$ cat config.mk
export PLATFORM = sky130hd
export DESIGN_NAME = display_refresh_scheduler
export DESIGN_NICKNAME = d
export VERILOG_FILES = /design/src/rtl/display_refresh_scheduler.sv
export SDC_FILE = /design/constraint.sdc
export NUM_CORES = 1
export LEC_CHECK = 0
export CAP_MARGIN = 20
export CELL_PAD_IN_SITES_DETAIL_PLACEMENT = 1
export CELL_PAD_IN_SITES_GLOBAL_PLACEMENT = 1
export CORE_MARGIN = 1
export CORE_UTILIZATION = 35
export DETAILED_ROUTE_END_ITERATION = 7
export HOLD_SLACK_MARGIN = 0.06
export PLACE_DENSITY = 0.83
export SLEW_MARGIN = 20
export SYNTH_ARGS = -nofsm -noshare
export SYNTH_HDL_FRONTEND = slang
export SYNTH_SLANG_ARGS = --single-unit
$ cat constraint.sdc
create_clock -name clk -period 3.2 [get_ports clk]
set_clock_uncertainty 0.1 [all_clocks]
set_input_delay 0.96 -clock clk [delete_from_list [all_inputs] [get_ports clk]]
set_output_delay 0.96 -clock clk [all_outputs]
set_load 0.02 [all_outputs]
$ cat src/rtl/display_refresh_scheduler.sv
`default_nettype none
// ============================================================================
//  Module   : display_refresh_scheduler
//  Purpose  : Time-multiplexed 8-digit seven-segment refresh with per-slot
//             blanking, digit masking and frame-aligned double-buffered data.
//  Revision : 1.0  initial release
// ============================================================================
module display_refresh_scheduler #(
    parameter int PRESCALE = 100000,
    parameter int BLANK    = 16
) (
    input  logic        clk,
    input  logic        reset,
    input  logic        en,
    input  logic [7:0]  digit_en,
    input  logic [31:0] data_in,
    input  logic        load_req,
    output logic        load_ack,
    output logic [31:0] disp_data,
    output logic [7:0]  an,
    output logic [2:0]  seg_sel,
    output logic        blank,
    output logic        frame_start
);

    localparam int CNT_W = (PRESCALE > 1) ? $clog2(PRESCALE) : 1;
    localparam logic [CNT_W-1:0] C_CNT_LAST = CNT_W'(PRESCALE - 1);

    typedef enum logic [1:0] {
        ST_IDLE  = 2'd0,
        ST_BLANK = 2'd1,
        ST_DRIVE = 2'd2
    } state_t;

    state_t           state_q, state_d;
    logic [CNT_W-1:0] cnt_q, cnt_d;
    logic [2:0]       digit_q, digit_d;
    logic [31:0]      disp_data_q, disp_data_d;
    logic             load_ack_q, load_ack_d;
    logic [7:0]       an_q, an_d;
    logic [2:0]       seg_sel_q, seg_sel_d;
    logic             blank_q, blank_d;
    logic             frame_start_q, frame_start_d;

    logic             slot_end;
    logic             frame_end;
    logic             commit;
    logic             in_blank_d;
    logic             lit_d;

    // Counter/position advance; leaving IDLE always restarts at digit 0, cnt 0.
    always_comb begin
        cnt_d     = cnt_q;
        digit_d   = digit_q;
        slot_end  = (cnt_q == C_CNT_LAST);
        frame_end = (state_q != ST_IDLE) && (digit_q == 3'd7) && slot_end;
        if (!en || (state_q == ST_IDLE)) begin
            cnt_d   = '0;
            digit_d = 3'd0;
        end else if (slot_end) begin
            cnt_d   = '0;
            digit_d = digit_q + 3'd1;
        end else begin
            cnt_d   = cnt_q + CNT_W'(1);
        end
    end

    generate
        if (BLANK == 0) begin : g_no_blank
            assign in_blank_d = 1'b0;
        end else begin : g_blank
            assign in_blank_d = (cnt_d < CNT_W'(BLANK));
        end
    endgenerate

    // Outputs are decoded from next-state so they line up with the registered position.
    always_comb begin
        state_d       = ST_IDLE;
        lit_d         = 1'b0;
        an_d          = 8'hFF;
        seg_sel_d     = digit_d;
        blank_d       = 1'b1;
        frame_start_d = 1'b0;
        disp_data_d   = disp_data_q;
        load_ack_d    = 1'b0;

        if (en) begin
            state_d = in_blank_d ? ST_BLANK : ST_DRIVE;
        end
        lit_d = (state_d == ST_DRIVE) && digit_en[digit_d];
        if (lit_d) begin
            an_d = ~(8'h01 << digit_d);
        end
        blank_d       = ~lit_d;
        frame_start_d = (state_d != ST_IDLE) && (digit_d == 3'd0) && (cnt_d == '0);

        commit = load_req && !load_ack_q && (!en || frame_end);
        if (commit) begin
            disp_data_d = data_in;
            load_ack_d  = 1'b1;
        end
    end

    always_ff @(posedge clk or posedge reset) begin
        if (reset) begin
            state_q       <= ST_IDLE;
            cnt_q         <= '0;
            digit_q       <= 3'd0;
            disp_data_q   <= 32'd0;
            load_ack_q    <= 1'b0;
            an_q          <= 8'hFF;
            seg_sel_q     <= 3'd0;
            blank_q       <= 1'b1;
            frame_start_q <= 1'b0;
        end else begin
            state_q       <= state_d;
            cnt_q         <= cnt_d;
            digit_q       <= digit_d;
            disp_data_q   <= disp_data_d;
            load_ack_q    <= load_ack_d;
            an_q          <= an_d;
            seg_sel_q     <= seg_sel_d;
            blank_q       <= blank_d;
            frame_start_q <= frame_start_d;
        end
    end

    assign load_ack    = load_ack_q;
    assign disp_data   = disp_data_q;
    assign an          = an_q;
    assign seg_sel     = seg_sel_q;
    assign blank       = blank_q;
    assign frame_start = frame_start_q;

endmodule
`default_nettype wire
==> results_dict.tcl, run 1 <==
set metrics [dict create \
    status "finished, final reports clean" \
    hold_viol 0 \
    fin_crit_sh_pct 90.4 \
    synth_top_family_by_area "simple AND/OR/NAND/NOR gates" \
    cts_root_buffer "clkbuf_8" \
    ys_ff_latch 65 \
    rsz0062_at_grt "false" \
    synth_fa_ha_area_share_pct 1.25 \
    clk_pin_slew_ns 0.07 \
    post_cts_buffers 0 \
    hold_ws_ns 0.374 \
    critPathMaxFanout 9 \
    ant_nets 0 \
    drcViolationCount 0 \
    cts_sinks 65 \
    min_period_ns 2.89 \
    power.share.sequential_pct 44.4 \
    cp-end-kind "register" \
    grt_pass1_wl_um 13600 \
    start_util_pct 36.3 \
    port_buffers 89 \
    holdPathStages 2 \
    drtIter0Drc 116 \
    reg2reg_depth 8 \
    grt_overflow 0 \
    gp_congestion 0.823 \
    synth_area_per_cell_um2 9.28 \
    yosysUniqueCellTypes 47 \
    cts_tree "yes" \
    h-tree-depth 3 \
    leakagePower_nw 1.88 \
    cts_buffer_depth 2 \
    synth-simple-area-share_pct 28.4 \
    clk_latency_ns 0.34 \
    syn_inst 323 \
    num_vias 2616 \
    numCtsBuffers 9 \
    pwr_density_cell_nw_per_um2 494 \
    placementRows 33 \
    postCtsHoldBufs 0 \
    dp_hpwl_um 6080 \
    area.growth.synth_to_final_pct 40.6 \
    yosysWarnings 0 \
    chipHeight_um 94.5 \
    drv_cap 0 \
    worstHoldStart "disp_data[31]" \
    p_switching_w 0.000548 \
    cp.arrival_ns 3.05 \
    wl_per_cell_um 15.9 \
    reg2reg_slack_ns 0.31 \
    grt_util_all_layers_pct 20.2 \
    final_nets 459 \
    worstMarginPinSlew_ns 0.664 \
    p_int_w 0.00153 \
    maxSlewHeadroom_pct 55.7 \
    critPathRequiredTime_ns 3.35 \
    pwr-share-comb_pct 18.3 \
    ys.flop_type "dfrtp_1" \
    synth_xor_xnor_area_share_pct 5.55 \
    grt_max_degree 33 \
    dieArea_um2 8940 \
    detail_route.vias_per_cell 5.01 \
    io_pins 90 \
    setup_tns_ns 0 \
    final_max_slew_viol_count 0 \
    setup_violations 0 \
    synth_edf_count 0 \
    grt_pass1_vias 2728 \
    timing.rr.end "blank" \
    yosysSeqAreaShare_pct 54.7 \
    muxShareOfSynthArea_pct 1.34 \
    sw_frac_of_total_pct 26.3 \
    min_delay_worst_endpoint "disp_data[31]" \
    crit_type "register to register" \
    drt_pass1_iterations 4 \
    hold_path.class "register to register" \
    cts_resized 0 \
    crit_path_start_kind "register" \
    r2r-start "cnt_q[0]" \
    syn-num-nets 370 \
    pwr-share-clk_pct 37.4 \
    antennaDiodeCount 0 \
    peakVddDrop_mv 0.183 \
    drive_gt1_share_pct 8.87 \
    die_w_um 94.5 \
    wirelength_um 8280 \
    synth-compound-area-share_pct 5.05 \
    async_flop_share_pct 100 \
    syn-cell-area_um2 3000 \
    core_area_um2 8260 \
    antenna_found_initial 0 \
    fmax_mhz 346 \
]
## worst max-delay path, stage by stage, from the launching register on
cell      delay (ns)
dfrtp_1         0.43
ha_1            0.30
and4_2          0.41
nand4_2         0.31
and3_1          0.31
o21ai_0         0.37
o221ai_1        0.28
a21boi_0        0.21
o21ai_0         0.09
## layout by cell type, fill, tap and decap left out, drive strengths merged, types with 2 or more instances in the layout
cell,count
nor3,6
bufinv,2
dfrtp,56
a21oi,2
clkinv,3
inv,10
mux2i,4
nor3b,2
and3,2
and4,2
nand4,12
clkdlybuf4s50,89
dfstp,9
nand2,107
nor4bb,2
o21a,2
xor2,8
clkbuf,11
a31oi,3
or3,3
buf,5
or4,3
ha,3
nor2,22
o21ai,10
nand3,10
nor2b,2
o221ai,2
xnor2,11
## state kept, by name, summed over array words and instances, names as in the netlist
register,flops
an,8
blank,1
cnt_q,17
disp_data,32
frame_start,1
load_ack,1
seg_sel,3
state_q,2
## layout make-up
cell class                 count  area [um^2]
clock buffer                  11          141
multi-input combinational    232         1240
clock inverter                 5         78.8
inverter                      10         37.5
fill                         973         4050
tap                          105          131
sequential                    65         1640
timing repair buffer          94          941
## cell usage after synthesis (3+ instances only)
cell / number / area share [%]
buf_1: 3 / 0.38
or4_1: 3 / 0.75
o21ai_0: 10 / 1.7
nor2_1: 22 / 2.8
xor2_1: 8 / 2.3
nand2_1: 106 / 13
dfstp_2: 9 / 7.9
buf_2: 4 / 0.67
nor3_1: 6 / 1.0
clkbuf_1: 7 / 0.88
ha_1: 3 / 1.3
dfrtp_1: 56 / 47
xnor2_1: 11 / 3.2
nand4_1: 10 / 2.1
mux2i_1: 4 / 1.3
nand3_1: 10 / 1.7
a31oi_1: 3 / 0.63
inv_1: 10 / 1.3
or3_1: 3 / 0.63
## per-layer routing
metal	global-route usage (%)	up-vias	wire [um]	share of wire, %
met1	24.5	1274	3520	43
met5	0	-	0	0
met4	8.71	0	192	2.3
met3	3.95	17	375	4.5
li1	-	1245	-	-
met2	34.7	80	4190	51
## cells by family (layout without fill, tap and decap cells)
| logic type | after synthesis | count (layout) |
|---|---|---|
| simple gates | 182 | 182 |
| mux | 4 | 4 |
| xor+xnor | 19 | 19 |
| buf+inv | 26 | 120 |
| fa+ha+maj | 3 | 3 |
| compound gates | 24 | 24 |
| flops | 65 | 65 |
## power by group through the flow
| stage | registers [W] | logic, W | clock network [W] |
|---|---|---|---|
| after floorplan | 0.00101 | 0.0000820 | 0 |
| after global placement | 0.000932 | 0.000373 | 0 |
| after detailed placement | 0.000939 | 0.000384 | 0 |
| after CTS | 0.000924 | 0.000386 | 0.000793 |
| after global routing | 0.000930 | 0.000410 | 0.000835 |
| final | 0.000923 | 0.000380 | 0.000777 |
## worst max path at each step
stage / start / end / slack [ns] / cells after the start
final: cnt_q[0] / blank / 0.31 / 8
after global routing: cnt_q[0] / blank / 0.02 / 8
after CTS: cnt_q[0] / blank / 0.31 / 8
after detailed placement: en / frame_start / 0.28 / 7
after global placement: en / frame_start / 0.40 / 7
after floorplan: reset / cnt_q[0] / 0.53 / 1
## through the flow
step / cell area (um^2) / worst slack (ns) / util [%] / total power [W] / cells
floorplan: 3000 / 0.528 / - / 0.00110 / 323
global placement: 3990 / 0.395 / 48.3 / 0.00131 / 506
detailed placement: 3990 / 0.281 / 48.3 / 0.00132 / 506
CTS: 4210 / 0.307 / 51.0 / 0.00210 / 522
global route: 4210 / 0.0243 / 51.0 / 0.00218 / 522
finish: 4210 / 0.306 / 51.0 / 0.00208 / 522
Power figures use the tool's default switching activity.
==> run 2: changes to the inputs <==
- CAP_MARGIN: 20 -> unset
- CORE_MARGIN: 1 -> 3
==> run 2 against run 1 <==
  * Clock power decreased by 8.4%
  * Flip-flop and latch count unchanged
  * Combinational power decreased by 1%
  * Final area decreased by 0.56%
  * Sequential power about the same
  * Die area increased by 8.6%
  * Count of clock-buffer cells in the layout decreased by 1
  * Hold slack improved by 0.00078 ns
  * Critical path depth increased by 1
  * Wire length decreased by 4.1%
  * Register-to-register slack improved by 0.09 ns
  * Critical path type unchanged
==> results_dict.tcl, run 2 (synthesized netlist as in run 1, its figures left out) <==
set metrics [dict create \
    placementRows 33 \
    grt_max_degree 34 \
    crit_type "register to register" \
    leakagePower_nw 1.87 \
    grt_overflow 0 \
    ant_nets 0 \
    maxSlewHeadroom_pct 64.7 \
    critPathRequiredTime_ns 3.37 \
    start_util_pct 36.3 \
    chipHeight_um 98.5 \
    fmax_mhz 356 \
    hold_path.class "register to register" \
    cts_root_buffer "clkbuf_8" \
    hold_viol 0 \
    min_period_ns 2.81 \
    cts_resized 0 \
    grt_pass1_wl_um 13500 \
    numCtsBuffers 9 \
    status "finished, final reports clean" \
    pwr_density_cell_nw_per_um2 480 \
    cts_buffer_depth 2 \
    post_cts_buffers 0 \
    power_w 0.00201 \
    multi_input_area_um2 1240 \
    setup_violations 0 \
    dp_hpwl_um 5940 \
    drive_gt1_share_pct 8.89 \
    postCtsHoldBufs 0 \
    wl_per_cell_um 15.2 \
    antenna_found_initial 0 \
    final_max_slew_viol_count 0 \
    num_vias 2594 \
    h-tree-depth 3 \
    core_area_um2 8260 \
    worstMarginPinSlew_ns 0.524 \
    gp_congestion 0.871 \
    rsz0062_at_grt "false" \
    clk_pin_slew_ns 0.08 \
    critPathMaxFanout 9 \
    crit_path_start_kind "register" \
    detail_route.vias_per_cell 4.98 \
    fillCellCount 931 \
    cp.arrival_ns 2.97 \
    sequential_cell_area_um2 1640 \
    drtIter0Drc 40 \
    clk_latency_ns 0.34 \
    fin_crit_sh_pct 87.7 \
    grt_pass1_vias 2780 \
    antennaDiodeCount 0 \
    area.growth.synth_to_final_pct 39.8 \
    grt_util_all_layers_pct 17.6 \
    largest_reg_flops 32 \
    port_buffers 89 \
    setup_tns_ns 0 \
    layout_commonest_cell "nand2_1" \
    drv_cap 0 \
    drcViolationCount 0 \
    final_nets 458 \
    final_cell_mix "nand2_1, clkdlybuf4s50_1, dfrtp_1" \
    peakVddDrop_mv 0.225 \
    die_w_um 98.5 \
    wirelength_um 7930 \
    drt_pass1_iterations 4 \
    io_pins 90 \
    dieArea_um2 9710 \
    cp-end-kind "register" \
    cts_sinks 65 \
    cts_tree "yes" \
]
## run 2: cell count changes in the layout (fill, tap and decap cells not counted), sizes merged
cell | previous run | this run
inv | 10 | 11
bufinv | 2 | 1
clkinv | 3 | 4
buf | 5 | 4
clkbuf | 11 | 10
## run 2: report_power, final
| group | switching [W] | total [W] | internal (W) |
|---|---|---|---|
| clock | 0.000329 | 0.000712 | 0.000383 |
| combinational | 0.000191 | 0.000375 | 0.000185 |
| sequential | 0.0000356 | 0.000922 | 0.000886 |
## run 2: metal layers
metal	vias up	wire, um	track usage, %	part of all wire [%]
li1	1243	-	-	-
met1	1269	3370	21.1	42
met2	68	4030	29.8	51
met3	14	339	3.54	4.3
met4	0	195	9.24	2.5
met5	-	0	0	0
## run 2: final timing paths
| path | startpoint | endpoint | slack, ns | cells after the start |
|---|---|---|---|---|
| hold / removal | disp_data[13] | disp_data[13] | 0.38 | 2 |
| hold reg to reg | disp_data[13] | disp_data[13] | 0.38 | 2 |
| setup reg to reg | cnt_q[0] | blank | 0.39 | 9 |
| max in group asynchronous | reset | cnt_q[13] | 1.57 | 3 |
| setup / recovery | cnt_q[0] | blank | 0.39 | 9 |
| min in group asynchronous | reset | cnt_q[2] | 0.83 | 2 |
## run 2: area by class of cell
type                    instances  share of cell area, %
inverters                      10                  0.896
well taps                     105                   3.14
multi-input cells             232                   29.7
flip-flops and latches         65                   39.1
clock inverters                 6                   1.58
repair buffers                 93                   22.3
clock buffers                  10                   3.29
## run 2: critical path: stages (launching register included)
cell	delay, ns
dfrtp_1	0.42
ha_1	0.29
and4_2	0.39
nand4_2	0.28
or2_2	0.37
a21o_1	0.21
inv_1	0.12
o221ai_1	0.20
a21boi_0	0.23
o21ai_0	0.10
## run 2: metrics by stage
step | area (um^2) | std cells | hold slack [ns] | util [%] | setup slack [ns]
4_1_cts | 4190 | 521 | 0.382 | 50.7 | 0.348
2_1_floorplan | 3000 | 323 | 0.392 | - | 0.528
3_3_place_gp | 3990 | 505 | 0.356 | 48.3 | 0.394
5_1_grt | 4190 | 521 | 0.405 | 50.7 | 0.136
6_report | 4190 | 521 | 0.375 | 50.7 | 0.395
3_5_place_dp | 3990 | 505 | 0.363 | 48.3 | 0.298
